<file path="src/rtl/traffic_lights_multi.sv">
// traffic_lights_multi: round-robin multi-approach intersection controller.
// Serves NUM_DIR signal heads in turn with an all-red clearance between
// approaches; supports OFF (dark) and FREE (yellow blink) modes and
// per-approach programmable green/yellow times plus a global clearance time.
module traffic_lights_multi #(
   parameter int NUM_DIR        = 2,
   parameter int CLK_PER_MS     = 2,
   parameter int TIME_W         = 16,
   parameter int RED_YEL_MS     = 50,
   parameter int GREEN_BLINK_MS = 50,
   parameter int BLINK_HALF_MS  = 5,
   parameter int DEF_GREEN_MS   = 500,
   parameter int DEF_YELLOW_MS  = 100,
   parameter int DEF_CLEAR_MS   = 20
) (
   input  logic                       clk_i,
   input  logic                       srst_i,
   input  logic                       cmd_valid_i,
   input  logic [2:0]                 cmd_type_i,
   input  logic [$clog2(NUM_DIR)-1:0] cmd_dir_i,
   input  logic [TIME_W-1:0]          cmd_data_i,
   output logic [NUM_DIR-1:0]         red_o,
   output logic [NUM_DIR-1:0]         yellow_o,
   output logic [NUM_DIR-1:0]         green_o,
   output logic [$clog2(NUM_DIR)-1:0] active_dir_o
);

   localparam int DIR_W   = $clog2(NUM_DIR);
   localparam int CNT_W   = TIME_W + $clog2(CLK_PER_MS) + 1;
   localparam int BLK_CYC = BLINK_HALF_MS * CLK_PER_MS;
   localparam int BLK_W   = (BLK_CYC > 1) ? $clog2(BLK_CYC) : 1;

   localparam logic [2:0] CMD_NORMAL = 3'd0;
   localparam logic [2:0] CMD_OFF    = 3'd1;
   localparam logic [2:0] CMD_FREE   = 3'd2;
   localparam logic [2:0] CMD_GREEN  = 3'd3;
   localparam logic [2:0] CMD_CLEAR  = 3'd4;
   localparam logic [2:0] CMD_YELLOW = 3'd5;

   typedef enum logic [2:0] {
      S_ALL_RED,
      S_RED_YEL,
      S_GREEN,
      S_GREEN_BLINK,
      S_YELLOW,
      S_BLINK_ALL,
      S_DARK
   } state_t;

   // Converts a programmed time in ms into the terminal counter value;
   // a programmed 0 is served as 1 ms.
   function automatic logic [CNT_W-1:0] f_last_cycle(input logic [TIME_W-1:0] ms);
      logic [CNT_W-1:0] t;
      t = (ms == '0) ? CNT_W'(1) : CNT_W'(ms);
      return (t * CNT_W'(CLK_PER_MS)) - CNT_W'(1);
   endfunction

   state_t             r_state;
   state_t             w_state_nxt;
   logic [DIR_W-1:0]   r_dir;
   logic [DIR_W-1:0]   w_dir_nxt;
   logic [CNT_W-1:0]   r_cnt;
   logic [CNT_W-1:0]   r_limit;
   logic [CNT_W-1:0]   w_limit_nxt;
   logic               w_enter;
   logic               w_timed;
   logic [TIME_W-1:0]  r_green  [NUM_DIR];
   logic [TIME_W-1:0]  r_yellow [NUM_DIR];
   logic [TIME_W-1:0]  r_clear;
   logic [TIME_W-1:0]  w_green_sel;
   logic [TIME_W-1:0]  w_yellow_sel;
   logic               r_phase;
   logic [BLK_W-1:0]   r_bcnt;

   assign w_timed = (r_state != S_BLINK_ALL) && (r_state != S_DARK);

   // Next state: timed sequence first, then mode commands override it.
   always_comb begin
      w_state_nxt = r_state;
      w_dir_nxt   = r_dir;
      w_enter     = 1'b0;
      if (w_timed && (r_cnt == r_limit)) begin
         w_enter = 1'b1;
         case (r_state)
            S_ALL_RED:     w_state_nxt = S_RED_YEL;
            S_RED_YEL:     w_state_nxt = S_GREEN;
            S_GREEN:       w_state_nxt = S_GREEN_BLINK;
            S_GREEN_BLINK: w_state_nxt = S_YELLOW;
            default: begin
               w_state_nxt = S_ALL_RED;
               w_dir_nxt   = (r_dir == DIR_W'(NUM_DIR - 1)) ? '0 : r_dir + DIR_W'(1);
            end
         endcase
      end
      if (cmd_valid_i) begin
         if (cmd_type_i == CMD_OFF && r_state != S_DARK) begin
            w_state_nxt = S_DARK;
            w_dir_nxt   = r_dir;
            w_enter     = 1'b1;
         end else if (cmd_type_i == CMD_FREE && r_state != S_BLINK_ALL) begin
            w_state_nxt = S_BLINK_ALL;
            w_dir_nxt   = r_dir;
            w_enter     = 1'b1;
         end else if (cmd_type_i == CMD_NORMAL && !w_timed) begin
            w_state_nxt = S_ALL_RED;
            w_dir_nxt   = '0;
            w_enter     = 1'b1;
         end
      end
   end

   // Duration of the state being entered, from the times held before this edge.
   always_comb begin
      w_green_sel  = '0;
      w_yellow_sel = '0;
      for (int unsigned d = 0; d < NUM_DIR; d++) begin
         if (w_dir_nxt == DIR_W'(d)) begin
            w_green_sel  = r_green[d];
            w_yellow_sel = r_yellow[d];
         end
      end
      case (w_state_nxt)
         S_ALL_RED:     w_limit_nxt = f_last_cycle(r_clear);
         S_RED_YEL:     w_limit_nxt = f_last_cycle(TIME_W'(RED_YEL_MS));
         S_GREEN:       w_limit_nxt = f_last_cycle(w_green_sel);
         S_GREEN_BLINK: w_limit_nxt = f_last_cycle(TIME_W'(GREEN_BLINK_MS));
         S_YELLOW:      w_limit_nxt = f_last_cycle(w_yellow_sel);
         default:       w_limit_nxt = '0;
      endcase
   end

   // State, approach, duration counter and blink phase registers.
   always_ff @(posedge clk_i) begin
      if (srst_i) begin
         r_state <= S_ALL_RED;
         r_dir   <= '0;
         r_cnt   <= '0;
         r_limit <= f_last_cycle(TIME_W'(DEF_CLEAR_MS));
         r_phase <= 1'b1;
         r_bcnt  <= '0;
      end else begin
         r_state <= w_state_nxt;
         r_dir   <= w_dir_nxt;
         if (w_enter) begin
            r_cnt   <= '0;
            r_limit <= w_limit_nxt;
         end else if (w_timed) begin
            r_cnt <= r_cnt + CNT_W'(1);
         end
         if (w_enter && (w_state_nxt == S_GREEN_BLINK || w_state_nxt == S_BLINK_ALL)) begin
            r_phase <= 1'b1;
            r_bcnt  <= '0;
         end else if (!w_enter && (r_state == S_GREEN_BLINK || r_state == S_BLINK_ALL)) begin
            if (r_bcnt == BLK_W'(BLK_CYC - 1)) begin
               r_bcnt  <= '0;
               r_phase <= ~r_phase;
            end else begin
               r_bcnt <= r_bcnt + BLK_W'(1);
            end
         end
      end
   end

   // Programmable time registers, written by commands 3/4/5.
   always_ff @(posedge clk_i) begin
      if (srst_i) begin
         for (int unsigned d = 0; d < NUM_DIR; d++) begin
            r_green[d]  <= TIME_W'(DEF_GREEN_MS);
            r_yellow[d] <= TIME_W'(DEF_YELLOW_MS);
         end
         r_clear <= TIME_W'(DEF_CLEAR_MS);
      end else if (cmd_valid_i) begin
         if (cmd_type_i == CMD_CLEAR) begin
            r_clear <= cmd_data_i;
         end
         for (int unsigned d = 0; d < NUM_DIR; d++) begin
            if (cmd_dir_i == DIR_W'(d)) begin
               if (cmd_type_i == CMD_GREEN)  r_green[d]  <= cmd_data_i;
               if (cmd_type_i == CMD_YELLOW) r_yellow[d] <= cmd_data_i;
            end
         end
      end
   end

   // Lamp decode from registered state: non-active approaches show red.
   always_comb begin
      red_o    = '0;
      yellow_o = '0;
      green_o  = '0;
      case (r_state)
         S_DARK: ;
         S_BLINK_ALL: yellow_o = {NUM_DIR{r_phase}};
         default: begin
            red_o = '1;
            for (int unsigned d = 0; d < NUM_DIR; d++) begin
               if (r_dir == DIR_W'(d)) begin
                  case (r_state)
                     S_RED_YEL:     yellow_o[d] = 1'b1;
                     S_GREEN: begin
                        red_o[d]   = 1'b0;
                        green_o[d] = 1'b1;
                     end
                     S_GREEN_BLINK: begin
                        red_o[d]   = 1'b0;
                        green_o[d] = r_phase;
                     end
                     S_YELLOW: begin
                        red_o[d]    = 1'b0;
                        yellow_o[d] = 1'b1;
                     end
                     default: ;
                  endcase
               end
            end
         end
      endcase
   end

   assign active_dir_o = r_dir;

endmodule

</file>
<file path="config.mk">
export PLATFORM = sky130hd
export DESIGN_NAME = traffic_lights_multi
export DESIGN_NICKNAME = d
export VERILOG_FILES = /design/src/rtl/traffic_lights_multi.sv
export SDC_FILE = /design/constraint.sdc
export NUM_CORES = 1
export LEC_CHECK = 0
export BUFFER_PORTS_ARGS = -buffer_cell sky130_fd_sc_hd__buf_2
export CORE_UTILIZATION = 45
export DETAILED_ROUTE_END_ITERATION = 6
export GPL_TIMING_DRIVEN = 0
export PLACE_DENSITY_LB_ADDON = 0.05
export SLEW_MARGIN = 20
export SYNTH_ARGS = -nofsm -noshare
export SYNTH_HDL_FRONTEND = slang
export SYNTH_SLANG_ARGS = --single-unit
</file>
<file path="constraint.sdc">
create_clock -name clk_i -period 6.9 [get_ports clk_i]
set_clock_uncertainty 0.2 [all_clocks]
set_input_delay 1.38 -clock clk_i [delete_from_list [all_inputs] [get_ports clk_i]]
set_output_delay 1.38 -clock clk_i [all_outputs]
set_load 0.02 [all_outputs]
</file>
==> results by group <==
Yosys
  – Distinct cell type count after synthesis: 71
  – Post-synthesis sequential area ratio: 0.424
  – YS warnings: 0
  – Post-Syn Area: 7410 µm²
  – Yosys top cell by area: edfxtp_1
  – Syn Inst Count: 804
  – Async set-reset flop share out of synthesis: 0
  – Top_reg_cell synth: edfxtp_1
  – Post-synth EDFFs: 64
  – Top-area cell type share of the netlist area: 0.259
  – Post-synth net total: 831
  – Top cells by area, synth: edfxtp_1 26%, dfxtp_1 16%, xor2_1 5.7%
  – Number of synthesized register bits: 125
  – Post-synthesis average cell area: 9.22 µm²

STA
  – Fin. Hold Viols: 0
  – Slew HR: 0.340
  – Worst-margin pin slew: 982 ps
  – Slew Limit Fails: 0
  – Setup TNS: 0 ps
  – Final Cycle Share: 0.927
  – Final min period: 6400 ps
  – RSZ-0062 raised after global routing: no
  – # setup viols final: 0
  – FMAX: 0.156 GHz

GRT
  – Largest net degree at the start of global routing: 17
  – Vias in the first global route: 6143
  – Antenna violations before repair: 0
  – First-pass GRT wire length: 35.6 mm
  – Gr usage total: 0.288
  – Grt ovf: 0

Detailed routing
  – Drt drc: 0
  – Antenna Nets Post-Route: 0
  – Post-detailed-routing wire length: 23.2 mm
  – Via count: 6537
  – Via-to-Cell Ratio: 6.04
  – Wire length per cell: 21.4 µm
  – Initial DRC count: 589
  – 1st-pass router iterations: 5

Finish
  – Most common cell after layout, fill and taps aside: nand2_1
  – Filler Cell Count: 1544
  – Most frequent cells in the layout: 80 x nand2_1, 75 x nor2_1, 64 x edfxtp_1, 61 x dfxtp_1, 48 x xor2_1
  – Fraction of layout cells with a size suffix above 1: 0.111
  – Layout Area Growth over Synthesis: 13.8%
  – # nets final: 879
  – Fin util: 0.527

CTS
  – H-tree depth: 4
  – TritonCTS clock tree: yes
  – Clk sinks: 125
  – Max clock buf depth: 2
  – Post_cts resized: 0
  – Clock Pin Slew Worst Setup and Hold Paths: 60 ps
  – Worst-skew pair later-pin latency: 430 ps
  – Setup Buffers After CTS: 0
  – CTS Hold Bufs: 0
  – CTS buffer count: 17
  – Root Driver: clkbuf_16

Placed design
  – Gpl congestion: 0.928
  – DP Wirelength: 18.2 mm
  – Buffers added on ports: 27

Floorplanning
  – I/O pin count: 30
  – Chip Width: 130 µm
  – Starting Density: 0.463
  – Row count: 46
  – Die Footprint: 17000 µm²
  – Die height: 130 µm
  – Core ar.: 16000 µm²

Run
  – Max_cap viols: 0

Hold path
  – Tightest Hold Check Type: reg -> reg

Worst setup path
  – Worst setup SP type: primary input
  – Data required, critical path: 7060 ps
  – Largest fanout on the critical path: 10
  – Crit path kind: in -> reg
  – Crit end category: register
  – Crit path DAT: 6560 ps

Outcome
  – Status: finished, final reports clean

Power
  – Worst vdd ir: 0.180 mV
  – LEAKAGE: 3.03 nW
  – Power per cell area: 231 nW/µm²
## logic make-up (layout without fill, tap and decap cells)
family	count (synthesis)	count (layout)	synth area share
compound gates	147	147	0.138
buf+inv	49	110	0.0294
fa+ha+maj	4	4	0.00675
other cells	0	1	0
mux	19	19	0.0258
simple gates	367	367	0.266
flops	125	125	0.424
xor+xnor	93	93	0.110
## state kept, by name, indices dropped and copies added, names as in the netlist
name and flops:
r_green 32, r_yellow 32, r_cnt 18, r_limit 18, r_clear 16, r_bcnt 4, r_state 3, active_dir_o 1
r_phase 1
## routing by layer
metal / vias up / share of wire / global-route usage
met5: - / 0 / 0
met4: 0 / 0.025 / 0.103
met3: 34 / 0.063 / 0.0615
met2: 219 / 0.44 / 0.429
met1: 3196 / 0.47 / 0.410
li1: 3088 / - / -
## worst paths after layout
kind                                  from                  endpoint  slack, ps  cells past startpoint
hold reg to reg   r_limit[17]$_SDFFE_PP0P_  r_limit[17]$_SDFFE_PP0P_        280                      2
hold / removal    r_limit[17]$_SDFFE_PP0P_  r_limit[17]$_SDFFE_PP0P_        280                      2
setup / recovery               cmd_valid_i  r_limit[17]$_SDFFE_PP0P_        500                     18
setup reg to reg    r_cnt[11]$_SDFFE_PP0P_  r_limit[17]$_SDFFE_PP0P_       1040                     18
## cells in the mapped netlist (13+ instances only)
cell type,instances
o211ai_1,13
dfxtp_1,61
o21ai_0,24
xor2_1,48
mux2i_1,18
or3_1,27
edfxtp_1,64
nand3_1,35
nand2_1,80
xnor2_1,45
clkbuf_1,22
nor2_1,75
and2_1,24
a21oi_1,37
nor3_1,26
nor4_1,21
nand4_1,19
## layout make-up
type	instances	area [µm²]	share of cell area
Multi-Input combinational cell	630	4060	0.481
Sequential cell	125	3140	0.373
Clock buffer	20	479	0.0568
Tap cell	216	270	0.0320
Buffer	38	176	0.0209
Timing Repair Buffer	29	161	0.0191
Clock inverter	12	101	0.0120
Inverter	11	41.3	0.00489
Antenna cell	1	2.50	0.000297
## power breakdown
part	switching [mW]	internal [mW]	leakage (nW)
Combinational	0.141	0.0732	1.63
Sequential	0.0359	0.814	1.11
Clock	0.372	0.510	0.282
## stage by stage
stage / total power, mW / area [µm²] / instances / hold slack (ps) / setup slack (ps)
final: 1.95 / 8440 / 1082 / 283 / 501
after global routing: 2.01 / 8430 / 1081 / 305 / 305
after CTS: 1.95 / 8430 / 1081 / 287 / 586
after detailed placement: 1.07 / 7850 / 1049 / 277 / 163
after global placement: 1.07 / 7820 / 1047 / 272 / 159
after floorplan: 0.993 / 7410 / 804 / 243 / 1570
## critical path, stage by stage
cell       delay [ps]
buf_2             140
nor2b_1           430
nand4_2           320
nand2_1           230
nor4_4             70
buf_4             190
nor2_4            280
buf_2             420
mux2i_1           240
ha_1              340
or3b_2            500
and4bb_2          360
nand2b_1           80
nor4_1            310
o21ai_0           150
a2111oi_0         670
a221oi_1          240
o21ai_2           180
Note: power is estimated with default switching activity, not from simulation.
